`src/rtl/disp_pkg.sv`:
```
`default_nettype none
// =====================================================================
// disp_pkg : opcodes, FSM encodings and defaults for the display
//            command scheduler.   Revision: 1.0
// =====================================================================
package disp_pkg;

  localparam int ADDR_W_DEF = 13;

  localparam logic [7:0] OP_NOP      = 8'h00;
  localparam logic [7:0] OP_SET_ADDR = 8'h01;
  localparam logic [7:0] OP_WRITE    = 8'h02;
  localparam logic [7:0] OP_FILL     = 8'h03;
  localparam logic [7:0] OP_SET_ATTR = 8'h04;

  typedef enum logic [2:0] {
    P_OPCODE = 3'd0,
    P_ARG1   = 3'd1,
    P_ARG2   = 3'd2,
    P_WRITE  = 3'd3,
    P_FILL   = 3'd4
  } pstate_e;

  typedef enum logic [2:0] {
    R_IDLE    = 3'd0,
    R_ASSERT  = 3'd1,
    R_WAIT    = 3'd2,
    R_LATCH   = 3'd3,
    R_RELEASE = 3'd4
  } rstate_e;

  // Defined opcodes are contiguous from 0x00 to 0x04.
  function automatic logic op_known(input logic [7:0] op);
    return (op <= OP_SET_ATTR);
  endfunction

endpackage
`default_nettype wire

```
`src/rtl/disp_cmd_sched_if.sv`:
```
`default_nettype none
// =====================================================================
// disp_cmd_sched_if : command FIFO, timing and VRAM write bundle.
//                     Revision: 1.0
// =====================================================================
interface disp_cmd_sched_if
  import disp_pkg::*;
#(
  parameter int ADDR_W = ADDR_W_DEF
);
  logic [1:0]        tick;
  logic              nef;
  logic [7:0]        disp_cmd_in;
  logic              disp_cmd_rd;
  logic              vram_busy;
  logic              vram_we;
  logic [ADDR_W-1:0] vram_addr;
  logic [7:0]        vram_wdata;
  logic [7:0]        attr;
  logic              cmd_err;

  modport master (
    output tick, nef, disp_cmd_in, vram_busy,
    input  disp_cmd_rd, vram_we, vram_addr, vram_wdata, attr, cmd_err
  );

  modport slave (
    input  tick, nef, disp_cmd_in, vram_busy,
    output disp_cmd_rd, vram_we, vram_addr, vram_wdata, attr, cmd_err
  );
endinterface
`default_nettype wire

```
`src/rtl/fifo_rd_seq.sv`:
```
`default_nettype none
// =====================================================================
// fifo_rd_seq : tick-aligned FIFO read strobe, one byte per read.
//               Revision: 1.0
// =====================================================================
module fifo_rd_seq
  import disp_pkg::*;
(
  input  logic       clk,
  input  logic       nrst,
  input  logic [1:0] tick_i,
  input  logic       nef_i,
  input  logic       go_i,
  input  logic [7:0] cmd_i,
  output logic       rd_o,
  output logic       byte_valid_o,
  output logic [7:0] byte_o
);
  rstate_e state_q, state_d;
  logic    rd_q, rd_d;

  always_ff @(posedge clk or negedge nrst) begin
    if (!nrst) begin
      state_q <= R_IDLE;
      rd_q    <= 1'b1;
    end else begin
      state_q <= state_d;
      rd_q    <= rd_d;
    end
  end

  // Strobe falls at tick 0, data is taken at tick 2 of the next period.
  always_comb begin
    state_d = state_q;
    case (state_q)
      R_IDLE:    if (tick_i == 2'd0 && nef_i && go_i) state_d = R_ASSERT;
      R_ASSERT:  if (tick_i == 2'd3) state_d = R_WAIT;
      R_WAIT:    if (tick_i == 2'd1) state_d = R_LATCH;
      R_LATCH:   state_d = R_RELEASE;
      R_RELEASE: state_d = R_IDLE;
      default:   state_d = R_IDLE;
    endcase
  end

  always_comb begin
    rd_d = (state_d == R_IDLE);
  end

  assign rd_o         = rd_q;
  assign byte_valid_o = (state_q == R_LATCH);
  assign byte_o       = cmd_i;

endmodule
`default_nettype wire

```
`src/rtl/disp_cmd_sched.sv`:
```
`default_nettype none
// =====================================================================
// disp_cmd_sched : display command parser and VRAM write scheduler.
//                  Revision: 1.0
// =====================================================================
module disp_cmd_sched
  import disp_pkg::*;
#(
  parameter int         ADDR_W   = ADDR_W_DEF,
  parameter logic [7:0] ATTR_RST = 8'h0F
) (
  input  logic            clk,
  input  logic            nrst,
  disp_cmd_sched_if.slave bus
);
  pstate_e           p_q, p_d;
  logic [7:0]        op_q, op_d, arg1_q, arg1_d, attr_q, attr_d, wdata_q, wdata_d;
  logic [8:0]        cnt_q, cnt_d;
  logic [ADDR_W-1:0] ptr_q, ptr_d, addr_q, addr_d;
  logic              err_q, err_d, we_q, we_d;
  logic              w_go, w_grant, w_valid, w_rd;
  logic [7:0]        w_byte;

  assign w_go    = !(p_q inside {P_WRITE, P_FILL});
  // A write is issued only on an edge that sees scan-out away from VRAM.
  assign w_grant = !w_go && !bus.vram_busy;

  fifo_rd_seq u_rd_seq (
    .clk          (clk),
    .nrst         (nrst),
    .tick_i       (bus.tick),
    .nef_i        (bus.nef),
    .go_i         (w_go),
    .cmd_i        (bus.disp_cmd_in),
    .rd_o         (w_rd),
    .byte_valid_o (w_valid),
    .byte_o       (w_byte)
  );

  always_ff @(posedge clk or negedge nrst) begin
    if (!nrst) begin
      p_q     <= P_OPCODE;
      op_q    <= 8'h00;
      arg1_q  <= 8'h00;
      attr_q  <= ATTR_RST;
      wdata_q <= 8'h00;
      cnt_q   <= 9'd0;
      ptr_q   <= '0;
      addr_q  <= '0;
      err_q   <= 1'b0;
      we_q    <= 1'b0;
    end else begin
      p_q     <= p_d;
      op_q    <= op_d;
      arg1_q  <= arg1_d;
      attr_q  <= attr_d;
      wdata_q <= wdata_d;
      cnt_q   <= cnt_d;
      ptr_q   <= ptr_d;
      addr_q  <= addr_d;
      err_q   <= err_d;
      we_q    <= we_d;
    end
  end

  always_comb begin
    p_d = p_q;
    case (p_q)
      P_OPCODE: if (w_valid && op_known(w_byte) && w_byte != OP_NOP) p_d = P_ARG1;
      P_ARG1: begin
        if (w_valid) begin
          case (op_q)
            OP_WRITE:    p_d = P_WRITE;
            OP_SET_ATTR: p_d = P_OPCODE;
            default:     p_d = P_ARG2;
          endcase
        end
      end
      P_ARG2:  if (w_valid) p_d = (op_q == OP_FILL) ? P_FILL : P_OPCODE;
      P_WRITE: if (w_grant) p_d = P_OPCODE;
      P_FILL:  if (w_grant && cnt_q == 9'd1) p_d = P_OPCODE;
      default: p_d = P_OPCODE;
    endcase
  end

  always_comb begin
    op_d    = op_q;
    arg1_d  = arg1_q;
    attr_d  = attr_q;
    wdata_d = wdata_q;
    cnt_d   = cnt_q;
    ptr_d   = ptr_q;
    addr_d  = addr_q;
    err_d   = err_q;
    we_d    = 1'b0;
    case (p_q)
      P_OPCODE: begin
        if (w_valid) begin
          op_d = w_byte;
          if (!op_known(w_byte)) err_d = 1'b1;
        end
      end
      P_ARG1: begin
        if (w_valid) begin
          arg1_d = w_byte;
          if (op_q == OP_SET_ATTR) attr_d = w_byte;
        end
      end
      P_ARG2: begin
        if (w_valid) begin
          if (op_q == OP_FILL) cnt_d = (w_byte == 8'd0) ? 9'd256 : {1'b0, w_byte};
          else                 ptr_d = ADDR_W'({w_byte, arg1_q});
        end
      end
      P_WRITE, P_FILL: begin
        // Address and data track the pointer so they hold steady while stalled.
        addr_d  = ptr_q;
        wdata_d = arg1_q;
        if (w_grant) begin
          we_d  = 1'b1;
          ptr_d = ptr_q + ADDR_W'(1);
          cnt_d = cnt_q - 9'd1;
        end
      end
      default: ;
    endcase
  end

  assign bus.disp_cmd_rd = w_rd;
  assign bus.vram_we     = we_q;
  assign bus.vram_addr   = addr_q;
  assign bus.vram_wdata  = wdata_q;
  assign bus.attr        = attr_q;
  assign bus.cmd_err     = err_q;

endmodule
`default_nettype wire

```
`src/flat_wrapper.sv`:
```
// flat-port wrapper written by rule: the top's interface ports become plain ports
module disp_cmd_sched_flat import disp_pkg::*;
#(
  parameter int         ADDR_W   = ADDR_W_DEF,
  parameter logic [7:0] ATTR_RST = 8'h0F
)
  (clk, nrst, bus_tick, bus_nef, bus_disp_cmd_in, bus_vram_busy, bus_disp_cmd_rd, bus_vram_we, bus_vram_addr, bus_vram_wdata, bus_attr, bus_cmd_err);
  disp_cmd_sched_if #(.ADDR_W(ADDR_W)) bus_i ();
  input  logic clk;
  input  logic nrst;
  input wire logic [$bits(bus_i.tick)-1:0] bus_tick;
  input wire logic [$bits(bus_i.nef)-1:0] bus_nef;
  input wire logic [$bits(bus_i.disp_cmd_in)-1:0] bus_disp_cmd_in;
  input wire logic [$bits(bus_i.vram_busy)-1:0] bus_vram_busy;
  output wire logic [$bits(bus_i.disp_cmd_rd)-1:0] bus_disp_cmd_rd;
  output wire logic [$bits(bus_i.vram_we)-1:0] bus_vram_we;
  output wire logic [$bits(bus_i.vram_addr)-1:0] bus_vram_addr;
  output wire logic [$bits(bus_i.vram_wdata)-1:0] bus_vram_wdata;
  output wire logic [$bits(bus_i.attr)-1:0] bus_attr;
  output wire logic [$bits(bus_i.cmd_err)-1:0] bus_cmd_err;
  assign bus_i.tick = bus_tick;
  assign bus_i.nef = bus_nef;
  assign bus_i.disp_cmd_in = bus_disp_cmd_in;
  assign bus_i.vram_busy = bus_vram_busy;
  assign bus_disp_cmd_rd = bus_i.disp_cmd_rd;
  assign bus_vram_we = bus_i.vram_we;
  assign bus_vram_addr = bus_i.vram_addr;
  assign bus_vram_wdata = bus_i.vram_wdata;
  assign bus_attr = bus_i.attr;
  assign bus_cmd_err = bus_i.cmd_err;
  disp_cmd_sched #(.ADDR_W(ADDR_W), .ATTR_RST(ATTR_RST)) u_core (.clk(clk), .nrst(nrst), .bus(bus_i));
endmodule
```
`config.mk`:
```
export PLATFORM = sky130hd
export DESIGN_NAME = disp_cmd_sched_flat
export DESIGN_NICKNAME = d
export VERILOG_FILES = /design/src/rtl/disp_pkg.sv /design/src/rtl/disp_cmd_sched_if.sv /design/src/rtl/fifo_rd_seq.sv /design/src/rtl/disp_cmd_sched.sv /design/src/flat_wrapper.sv
export SDC_FILE = /design/constraint.sdc
export NUM_CORES = 1
export LEC_CHECK = 0
export CORE_ASPECT_RATIO = 1.2
export CORE_MARGIN = 1
export CORE_UTILIZATION = 30
export CTS_CLUSTER_DIAMETER = 60
export DETAILED_ROUTE_END_ITERATION = 7
export GPL_TIMING_DRIVEN = 0
export PLACE_DENSITY = 0.56
export SYNTH_ARGS = -nofsm -noshare
export SYNTH_HDL_FRONTEND = slang
export SYNTH_SLANG_ARGS = --single-unit
```
`constraint.sdc`:
```
create_clock -name clk -period 2.6 [get_ports clk]
set_clock_uncertainty 0.2 [all_clocks]
set_input_delay 0.65 -clock clk [delete_from_list [all_inputs] [get_ports clk]]
set_output_delay 0.65 -clock clk [all_outputs]
set_load 0.05 [all_outputs]
```
==> impl_metrics.env, run 1 <==
export IMPL_gr_total_overflow=0
export IMPL_fillCellCount=1278
export IMPL_post_cts_setup_buffer_count=0
export IMPL_postSynthAreaPerCell_um2=10.76
export IMPL_timing_critical_path_from="u_core.bus.attr[2]$_DFFE_PN1P_"
export IMPL_grt_total_usage_pct=16.09
export IMPL_dpl_instance_area_um2=4574
export IMPL_finalWirelength_um=9970
export IMPL_critical_path_reg2reg_startpoint="u_core.op_q[3]$_DFFE_PN0P_"
export IMPL_period_needed_ns=2.512
export IMPL_seqPwrFrac_pct=48.8
export IMPL_tritoncts_clock_tree="built"
export IMPL_powerDensity_nw_per_um2=606.8
export IMPL_routedLengthMet1_um=4530
export IMPL_io_pins=46
export IMPL_worstSetupStartpointType="register"
export IMPL_run_status="finished, final reports clean"
export IMPL_cts_buffers_inserted=9
export IMPL_combPwrFrac_pct=14.0
export IMPL_drive_above_1_share_pct=20.75
export IMPL_cts_reportedPaths_clkPinSlew_ns=0.06
export IMPL_crit_arrival_ns=1.66
export IMPL_worst_setup_path_type="reg -> out"
export IMPL_cts_num_sinks=76
export IMPL_finalSetupTns_ns=0
export IMPL_cp_slowest_stage_delay_ns=0.80
export IMPL_drcViolationCount=0
export IMPL_wire_length_of_the_first_global_routing_pass_um=16640
export IMPL_finalNetCount=437
export IMPL_wl_per_cell_um=16.96
export IMPL_fp_dieW_um=106
export IMPL_synth_enable_flop_cells=0
export IMPL_fmaxAchievable_mhz=398.2
export IMPL_worstRegToRegCells=4
export IMPL_coreArea_um2=12670
export IMPL_yosysWarningCount=0
export IMPL_critPathTopFamily="buffers and inverters"
export IMPL_netSwitchingPower_mw=0.7781
export IMPL_finalHoldViolations=0
export IMPL_report_power_total_mw=2.934
export IMPL_antenna_diode_count=0
export IMPL_insertion_delay_ns=0.34
export IMPL_fp_row_count=45
export IMPL_cts_max_path_buffers=2
export IMPL_design_area_um2=4836
export IMPL_crit_path_cell_trace="clkdlybuf4s50_1"
export IMPL_peakVddDrop_v=0.0003716
export IMPL_highest_signal_layer="met4"
export IMPL_rr_endpoint="u_core.bus.attr[5]$_DFFE_PN0P_"
export IMPL_worstSetupPathDepth=1
export IMPL_postCtsHoldBufs=1
export IMPL_synth_lib_cells_used_distinct=68
export IMPL_worstPathBufferInverterCount=1
export IMPL_finalCritPeriodShare_pct=96.60
export IMPL_routed_via_density=5.248
export IMPL_drt_pass1_iter_count=4
export IMPL_dieArea_um2=13440
export IMPL_vias_in_the_first_global_route=3164
export IMPL_syn_num_nets=379
export IMPL_syn_cell_area_um2=3894
export IMPL_syn_inst=362
export IMPL_synth_main_ff_cell="sky130_fd_sc_hd__dfrtp_1"
export IMPL_pin_count_of_the_biggest_net_entering_global_routing=66
export IMPL_power_clock_fraction_pct=37.2
export IMPL_crit_end="bus_attr[2]"
export IMPL_via_count=3086
export IMPL_synth_seq_cells=76
export IMPL_timing_final_setup_violations=0
export IMPL_share_of_synthesized_flip_flops_with_an_asynchronous_set_or_reset_pct=100.0
export IMPL_maxCapViolations=0
export IMPL_cts_resized=0
export IMPL_port_buffers=45
export IMPL_p_int_mw=2.156
export IMPL_setup_worst_path_end_class="primary output"
export IMPL_min_delay_path_class="reg -> reg"
export IMPL_rsz_0062_raised_after_global_routing="no"
export IMPL_setup_reg_to_reg_worst_slack_ns=0.45
export IMPL_netSwitchingFraction_pct=26.52
export IMPL_initial_utilization_pct=30.74
export IMPL_synth_yosys_seq_area_share_pct=49.00
export IMPL_initial_antenna_violation_count=0
export IMPL_met3RoutedLength_um=375
export IMPL_detailedRoute_firstIterationViolations=189
export IMPL_total_leakage_power_nw=2.059
export IMPL_ctsHtreeMaxLevel=3
export IMPL_maxSlewViolCount=0
export IMPL_final_antenna_net_count=0
export IMPL_worstPathRequired_ns=1.75
export IMPL_detailroute_wirelength_met2_um=4819
export IMPL_maximum_fanout_encountered_on_the_critical_timing_path=2
export IMPL_ctsRootBufferMaster="sky130_fd_sc_hd__clkbuf_16"
export IMPL_fp_dieH_um=126.8
export IMPL_slew_limit_headroom_pct=65.01
export IMPL_timing_critical_path_slowest_stage_cell="sky130_fd_sc_hd__clkdlybuf4s50_1"
export IMPL_detailed_place_hpwl_um=7000
export IMPL_gpl_final_weighted_congestion=0.8215
export IMPL_area_growth_syn_to_layout_pct=24.20
export IMPL_max_slew_worst_pin_slew_ns=0.5178
layer usage:
metal | global-route usage (%) | vias up
li1 | - | 1466
met1 | 20.69 | 1524
met2 | 25.99 | 80
met3 | 2.621 | 16
met4 | 8.333 | 0
met5 | 0 | -
synthesized netlist by cell type (2+ instances only):
cell | count | area [µm²]
sky130_fd_sc_hd__o211ai_1 | 5 | 37.54
sky130_fd_sc_hd__mux2i_1 | 2 | 20.02
sky130_fd_sc_hd__dfstp_2 | 5 | 131.4
sky130_fd_sc_hd__dfrtp_1 | 71 | 1777
sky130_fd_sc_hd__a2bb2oi_2 | 2 | 30.03
sky130_fd_sc_hd__nor3b_2 | 2 | 25.02
sky130_fd_sc_hd__nor2_1 | 11 | 41.29
sky130_fd_sc_hd__o2bb2ai_1 | 6 | 52.55
sky130_fd_sc_hd__o31ai_1 | 2 | 15.01
sky130_fd_sc_hd__nor3_1 | 7 | 35.03
sky130_fd_sc_hd__a221oi_1 | 9 | 78.83
sky130_fd_sc_hd__and4_1 | 2 | 17.52
sky130_fd_sc_hd__inv_1 | 9 | 33.78
sky130_fd_sc_hd__buf_6 | 2 | 22.52
sky130_fd_sc_hd__o22ai_1 | 6 | 37.54
sky130_fd_sc_hd__nand4_1 | 5 | 31.28
sky130_fd_sc_hd__mux2_2 | 28 | 315.3
sky130_fd_sc_hd__nand4b_1 | 3 | 26.28
sky130_fd_sc_hd__buf_12 | 2 | 40.04
sky130_fd_sc_hd__buf_4 | 6 | 45.04
sky130_fd_sc_hd__and2_1 | 2 | 12.51
sky130_fd_sc_hd__nor2b_1 | 2 | 12.51
sky130_fd_sc_hd__buf_2 | 12 | 60.06
sky130_fd_sc_hd__a21oi_1 | 11 | 55.05
sky130_fd_sc_hd__ha_1 | 3 | 37.54
sky130_fd_sc_hd__and3_1 | 4 | 25.02
sky130_fd_sc_hd__a22oi_1 | 4 | 30.03
sky130_fd_sc_hd__and3b_1 | 2 | 17.52
sky130_fd_sc_hd__nor3b_1 | 3 | 22.52
sky130_fd_sc_hd__or4_1 | 2 | 15.01
sky130_fd_sc_hd__o21ai_0 | 13 | 65.06
sky130_fd_sc_hd__a2bb2oi_1 | 6 | 52.55
sky130_fd_sc_hd__o221ai_1 | 11 | 96.34
sky130_fd_sc_hd__nand3_1 | 7 | 35.03
sky130_fd_sc_hd__nand2_1 | 61 | 229.0
sky130_fd_sc_hd__clkbuf_1 | 2 | 7.510
per-stage QoR:
step                      utilization [%]  instances  hold WS [ns]  setup slack (ns)
final                               38.17        588        0.2592           0.08842
after global routing                38.17        588        0.2950           0.04511
after CTS                           38.17        588        0.2687           0.06974
after detailed placement            36.11        572        0.2536           -0.1248
after global placement              35.91        571        0.2497            -2.008
after floorplan                         -        362        0.1544            0.7025
registers in the layout (all words and copies together) (netlist names), 3 cells and up:
| signal | flops |
|---|---|
| u_core.arg1_q | 8 |
| u_core.bus.attr | 8 |
| u_core.bus.vram_addr | 13 |
| u_core.bus.vram_wdata | 8 |
| u_core.cnt_q | 9 |
| u_core.op_q | 8 |
| u_core.p_q | 3 |
| u_core.ptr_q | 13 |
| u_core.u_rd_seq.state_q | 3 |
final cells by class:
type	instances	area [µm²]	area share, %
Multi-Input combinational cell	251	1769	36.58
Buffer	25	178.9	3.700
Clock buffer	12	236.5	4.890
Tap cell	164	205.2	4.243
Clock inverter	3	15.01	0.3105
Timing Repair Buffer	47	485.5	10.04
Inverter	10	37.54	0.7762
Sequential cell	76	1908	39.46
cell usage in the layout, fill, tap and decap left out, types with 5 or more instances in the layout:
cell type / Yosys / final
sky130_fd_sc_hd__dfrtp_1: 71 / 71
sky130_fd_sc_hd__nand2_1: 61 / 61
sky130_fd_sc_hd__clkdlybuf4s50_1: 0 / 44
sky130_fd_sc_hd__mux2_2: 28 / 28
sky130_fd_sc_hd__o21ai_0: 13 / 13
sky130_fd_sc_hd__buf_2: 12 / 12
sky130_fd_sc_hd__a21oi_1: 11 / 11
sky130_fd_sc_hd__nor2_1: 11 / 11
sky130_fd_sc_hd__o221ai_1: 11 / 11
sky130_fd_sc_hd__inv_1: 9 / 9
sky130_fd_sc_hd__a221oi_1: 9 / 9
sky130_fd_sc_hd__clkbuf_16: 0 / 9
sky130_fd_sc_hd__buf_4: 6 / 7
sky130_fd_sc_hd__nor3_1: 7 / 7
sky130_fd_sc_hd__nand3_1: 7 / 7
sky130_fd_sc_hd__o2bb2ai_1: 6 / 6
sky130_fd_sc_hd__a2bb2oi_1: 6 / 6
sky130_fd_sc_hd__o22ai_1: 6 / 6
sky130_fd_sc_hd__clkbuf_1: 2 / 5
sky130_fd_sc_hd__nand4_1: 5 / 5
sky130_fd_sc_hd__o211ai_1: 5 / 5
sky130_fd_sc_hd__dfstp_2: 5 / 5
cell families (layout without fill, tap and decap cells):
logic type,Yosys count,in the layout,share of synthesized area [%]
flip-flops,76,76,49.00
buffers and inverters,35,97,5.559
adder cells (fa/ha/maj),3,3,0.9641
AO/OA/AOI/OAI,90,90,18.16
XOR/XNOR,1,1,0.2250
AND/OR/NAND/NOR,127,127,17.48
multiplexers,30,30,8.612
worst min-delay path by stage:
stage | startpoint | endpoint | slack, ns | cells past startpoint
2_1_floorplan | nrst | u_core.arg1_q[0]$_DFFE_PN0P_ | 0.15 | 0
5_1_grt | u_core.bus.vram_wdata[6]$_DFFE_PN0N_ | u_core.bus.vram_wdata[6]$_DFFE_PN0N_ | 0.29 | 2
6_report | u_core.bus.vram_addr[8]$_DFFE_PN0N_ | u_core.bus.vram_addr[8]$_DFFE_PN0N_ | 0.26 | 2
3_5_place_dp | u_core.bus.cmd_err$_DFFE_PN0P_ | u_core.bus.cmd_err$_DFFE_PN0P_ | 0.25 | 1
3_3_place_gp | u_core.bus.cmd_err$_DFFE_PN0P_ | u_core.bus.cmd_err$_DFFE_PN0P_ | 0.25 | 1
4_1_cts | u_core.bus.vram_addr[8]$_DFFE_PN0N_ | u_core.bus.vram_addr[8]$_DFFE_PN0N_ | 0.27 | 2
power groups by stage:
stage / registers [mW] / clock network, mW / logic [mW]
floorplan: 1.47 / 0 / 0.232
global placement: 1.45 / 0 / 0.402
detailed placement: 1.45 / 0 / 0.416
CTS: 1.43 / 1.14 / 0.417
global route: 1.45 / 1.17 / 0.451
finish: 1.43 / 1.09 / 0.411
No activity file was read; power rests on OpenSTA's default activity.
==> run 2: changes to the inputs <==
--- a/config.mk
+++ b/config.mk
@@ -12,6 +12,7 @@
 export DETAILED_ROUTE_END_ITERATION = 7
 export GPL_TIMING_DRIVEN = 0
 export PLACE_DENSITY = 0.56
+export SETUP_SLACK_MARGIN = 0.4
 export SYNTH_ARGS = -nofsm -noshare
 export SYNTH_HDL_FRONTEND = slang
 export SYNTH_SLANG_ARGS = --single-unit
==> run 2 against run 1 <==
Count of clock-buffer cells in the layout unchanged. Largest cell class unchanged. Largest power group unchanged. Critical path type unchanged. Design area decreased by 0.36%. Sequential power about the same. Register-to-register slack better by 0.06 ns. Setup slack better by 0.31 ns. Power is 0.32% higher. Die area did not move. Wire length fell by 0.23%. First-iteration DRC count shrank 3.7%. Critical path depth unchanged. Flip-flop and latch count did not move. Clock power hardly changed.
==> impl_metrics.env, run 2 (synthesis results as in run 1) <==
export IMPL_run_status="finished, final reports clean"
export IMPL_fin_util_pct=38.03
export IMPL_cts_max_path_buffers=2
export IMPL_finalHoldViolations=0
export IMPL_cts_reportedPaths_clkPinSlew_ns=0.05
export IMPL_worstPathRequired_ns=1.75
export IMPL_finalWirelength_um=9947
export IMPL_grt_total_usage_pct=16.12
export IMPL_final_common_cell="sky130_fd_sc_hd__dfrtp_1"
export IMPL_cts_buffers_inserted=9
export IMPL_fp_row_count=45
export IMPL_detailedRoute_firstIterationViolations=182
export IMPL_maxCapViolations=0
export IMPL_design_area_um2=4818
export IMPL_cts_num_sinks=76
export IMPL_initial_antenna_violation_count=0
export IMPL_finalNetCount=437
export IMPL_slew_limit_headroom_pct=66.57
export IMPL_port_buffers=45
export IMPL_netSwitchingPower_mw=0.7928
export IMPL_drt_pass1_iter_count=4
export IMPL_worstPathBufferInverterCount=1
export IMPL_min_delay_path_class="reg -> reg"
export IMPL_pin_count_of_the_biggest_net_entering_global_routing=66
export IMPL_worst_setup_path_type="reg -> out"
export IMPL_setup_worst_path_end_class="primary output"
export IMPL_finalCritPeriodShare_pct=84.70
export IMPL_seqPwrFrac_pct=49.2
export IMPL_io_pins=46
export IMPL_area_growth_syn_to_layout_pct=23.75
export IMPL_cp_slowest_stage_delay_ns=0.53
export IMPL_initial_utilization_pct=30.74
export IMPL_post_cts_setup_buffer_count=0
export IMPL_worstSetupStartpointType="register"
export IMPL_crit_path_cell_trace="clkdlybuf4s15_1"
export IMPL_max_slew_worst_pin_slew_ns=0.4981
export IMPL_p_int_mw=2.151
export IMPL_maxSlewViolCount=0
export IMPL_most_frequent_cells_in_the_layout="sky130_fd_sc_hd__dfrtp_1, sky130_fd_sc_hd__nand2_1, sky130_fd_sc_hd__dlygate4sd2_1"
export IMPL_dieArea_um2=13440
export IMPL_tritoncts_clock_tree="built"
export IMPL_netSwitchingFraction_pct=26.93
export IMPL_wire_length_of_the_first_global_routing_pass_um=16650
export IMPL_fp_dieH_um=126.8
export IMPL_rsz_0062_raised_after_global_routing="yes"
export IMPL_total_leakage_power_nw=2.197
export IMPL_routed_via_density=5.235
export IMPL_ctsRootBufferMaster="sky130_fd_sc_hd__clkbuf_16"
export IMPL_ctsHtreeMaxLevel=3
export IMPL_dpl_instance_area_um2=4574
export IMPL_via_count=3078
export IMPL_powerDensity_nw_per_um2=611.0
export IMPL_crit_arrival_ns=1.35
export IMPL_insertion_delay_ns=0.34
export IMPL_timing_final_setup_violations=0
export IMPL_gpl_final_weighted_congestion=0.8215
export IMPL_maximum_fanout_encountered_on_the_critical_timing_path=2
export IMPL_antenna_diode_count=0
export IMPL_timing_critical_path_slowest_stage_cell="sky130_fd_sc_hd__dfstp_2"
export IMPL_period_needed_ns=2.202
export IMPL_setup_reg_to_reg_worst_slack_ns=0.51
export IMPL_fp_dieW_um=106
export IMPL_final_antenna_net_count=0
export IMPL_report_power_total_mw=2.944
export IMPL_detailed_place_hpwl_um=7000
export IMPL_vias_in_the_first_global_route=3162
export IMPL_peakVddDrop_v=0.0003910
export IMPL_coreArea_um2=12670
export IMPL_drcViolationCount=0
export IMPL_gr_total_overflow=0
export IMPL_combPwrFrac_pct=13.8
export IMPL_drive_above_1_share_pct=22.17
export IMPL_wl_per_cell_um=16.92
export IMPL_critPathTopFamily="flip-flops"
export IMPL_fmaxAchievable_mhz=454.1
export IMPL_power_clock_fraction_pct=37.1
-- run 2: cell count changes in the layout (fill, tap and decap cells not counted), sizes merged --
cell	change
dlygate4sd2	+29
clkdlybuf4s15	+4
clkbuf	+1
dlymetal6s2s	+1
clkdlybuf4s50	-35
-- run 2: worst paths after layout --
check,startpoint,to,cells after the start
worst max register to register,u_core.cnt_q[0]$_DFFE_PN0P_,u_core.cnt_q[8]$_DFFE_PN0P_,6
max in group asynchronous,nrst,u_core.bus.attr[1]$_DFFE_PN1P_,3
worst min-delay path,u_core.bus.vram_addr[8]$_DFFE_PN0N_,u_core.bus.vram_addr[8]$_DFFE_PN0N_,2
worst min register to register,u_core.bus.vram_addr[8]$_DFFE_PN0N_,u_core.bus.vram_addr[8]$_DFFE_PN0N_,2
worst max-delay path,u_core.bus.attr[0]$_DFFE_PN1P_,bus_attr[0],1
min in group asynchronous,nrst,u_core.bus.vram_wdata[6]$_DFFE_PN0N_,2
-- run 2: worst reg2reg max path, cell delays in order (launching register included) --
cell and delay [ns]:
sky130_fd_sc_hd__dfrtp_1 0.42, sky130_fd_sc_hd__inv_1 0.12, sky130_fd_sc_hd__ha_1 0.23, sky130_fd_sc_hd__or4b_1 0.53, sky130_fd_sc_hd__nor2b_1 0.19, sky130_fd_sc_hd__o221ai_1 0.14
sky130_fd_sc_hd__o2bb2ai_1 0.14
-- run 2: power by group through the flow --
stage	clock network, mW	logic (mW)	registers, mW
global placement	0	0.402	1.45
finish	1.09	0.405	1.45
floorplan	0	0.232	1.47
CTS	1.14	0.408	1.43
detailed placement	0	0.416	1.45
global route	1.17	0.445	1.46
-- run 2: metal layers --
| metal | part of all wire [%] | wire, µm | GRT usage (%) | vias to the layer above |
|---|---|---|---|---|
| li1 | - | - | - | 1465 |
| met1 | 45 | 4506 | 20.63 | 1518 |
| met2 | 48 | 4795 | 26.18 | 76 |
| met3 | 3.8 | 380 | 2.621 | 19 |
| met4 | 2.7 | 264 | 8.333 | 0 |
| met5 | 0 | 0 | 0 | - |
-- run 2: per-stage QoR --
step                      setup TNS [ns]  cells  worst slack [ns]  hold slack [ns]
after CTS                              0    588            0.3445           0.2641
after floorplan                        0    362            0.7025           0.1544
after global routing                   0    588            0.3480           0.2899
after global placement           -147.90    571            -2.008           0.2497
after detailed placement         -0.2018    572           -0.1248           0.2536
final                                  0    588            0.3977           0.2542
-- run 2: timing repair --
action,in CTS,in global routing
endpoints found under the hold margin,10,0
resized for setup,41,6
cloned,0,0
pin swaps,0,0
setup endpoints to repair,34,15
hold buffers,1,0
-- run 2: area by class of cell --
cell class / instances / area, µm²
Fill cell: 1288 / 7850
Sequential cell: 76 / 1908
Multi-Input combinational cell: 251 / 1787
Timing Repair Buffer: 47 / 450.4
Clock buffer: 12 / 236.5
Tap cell: 164 / 205.2
Buffer: 25 / 178.9
Inverter: 10 / 37.54
Clock inverter: 3 / 15.01
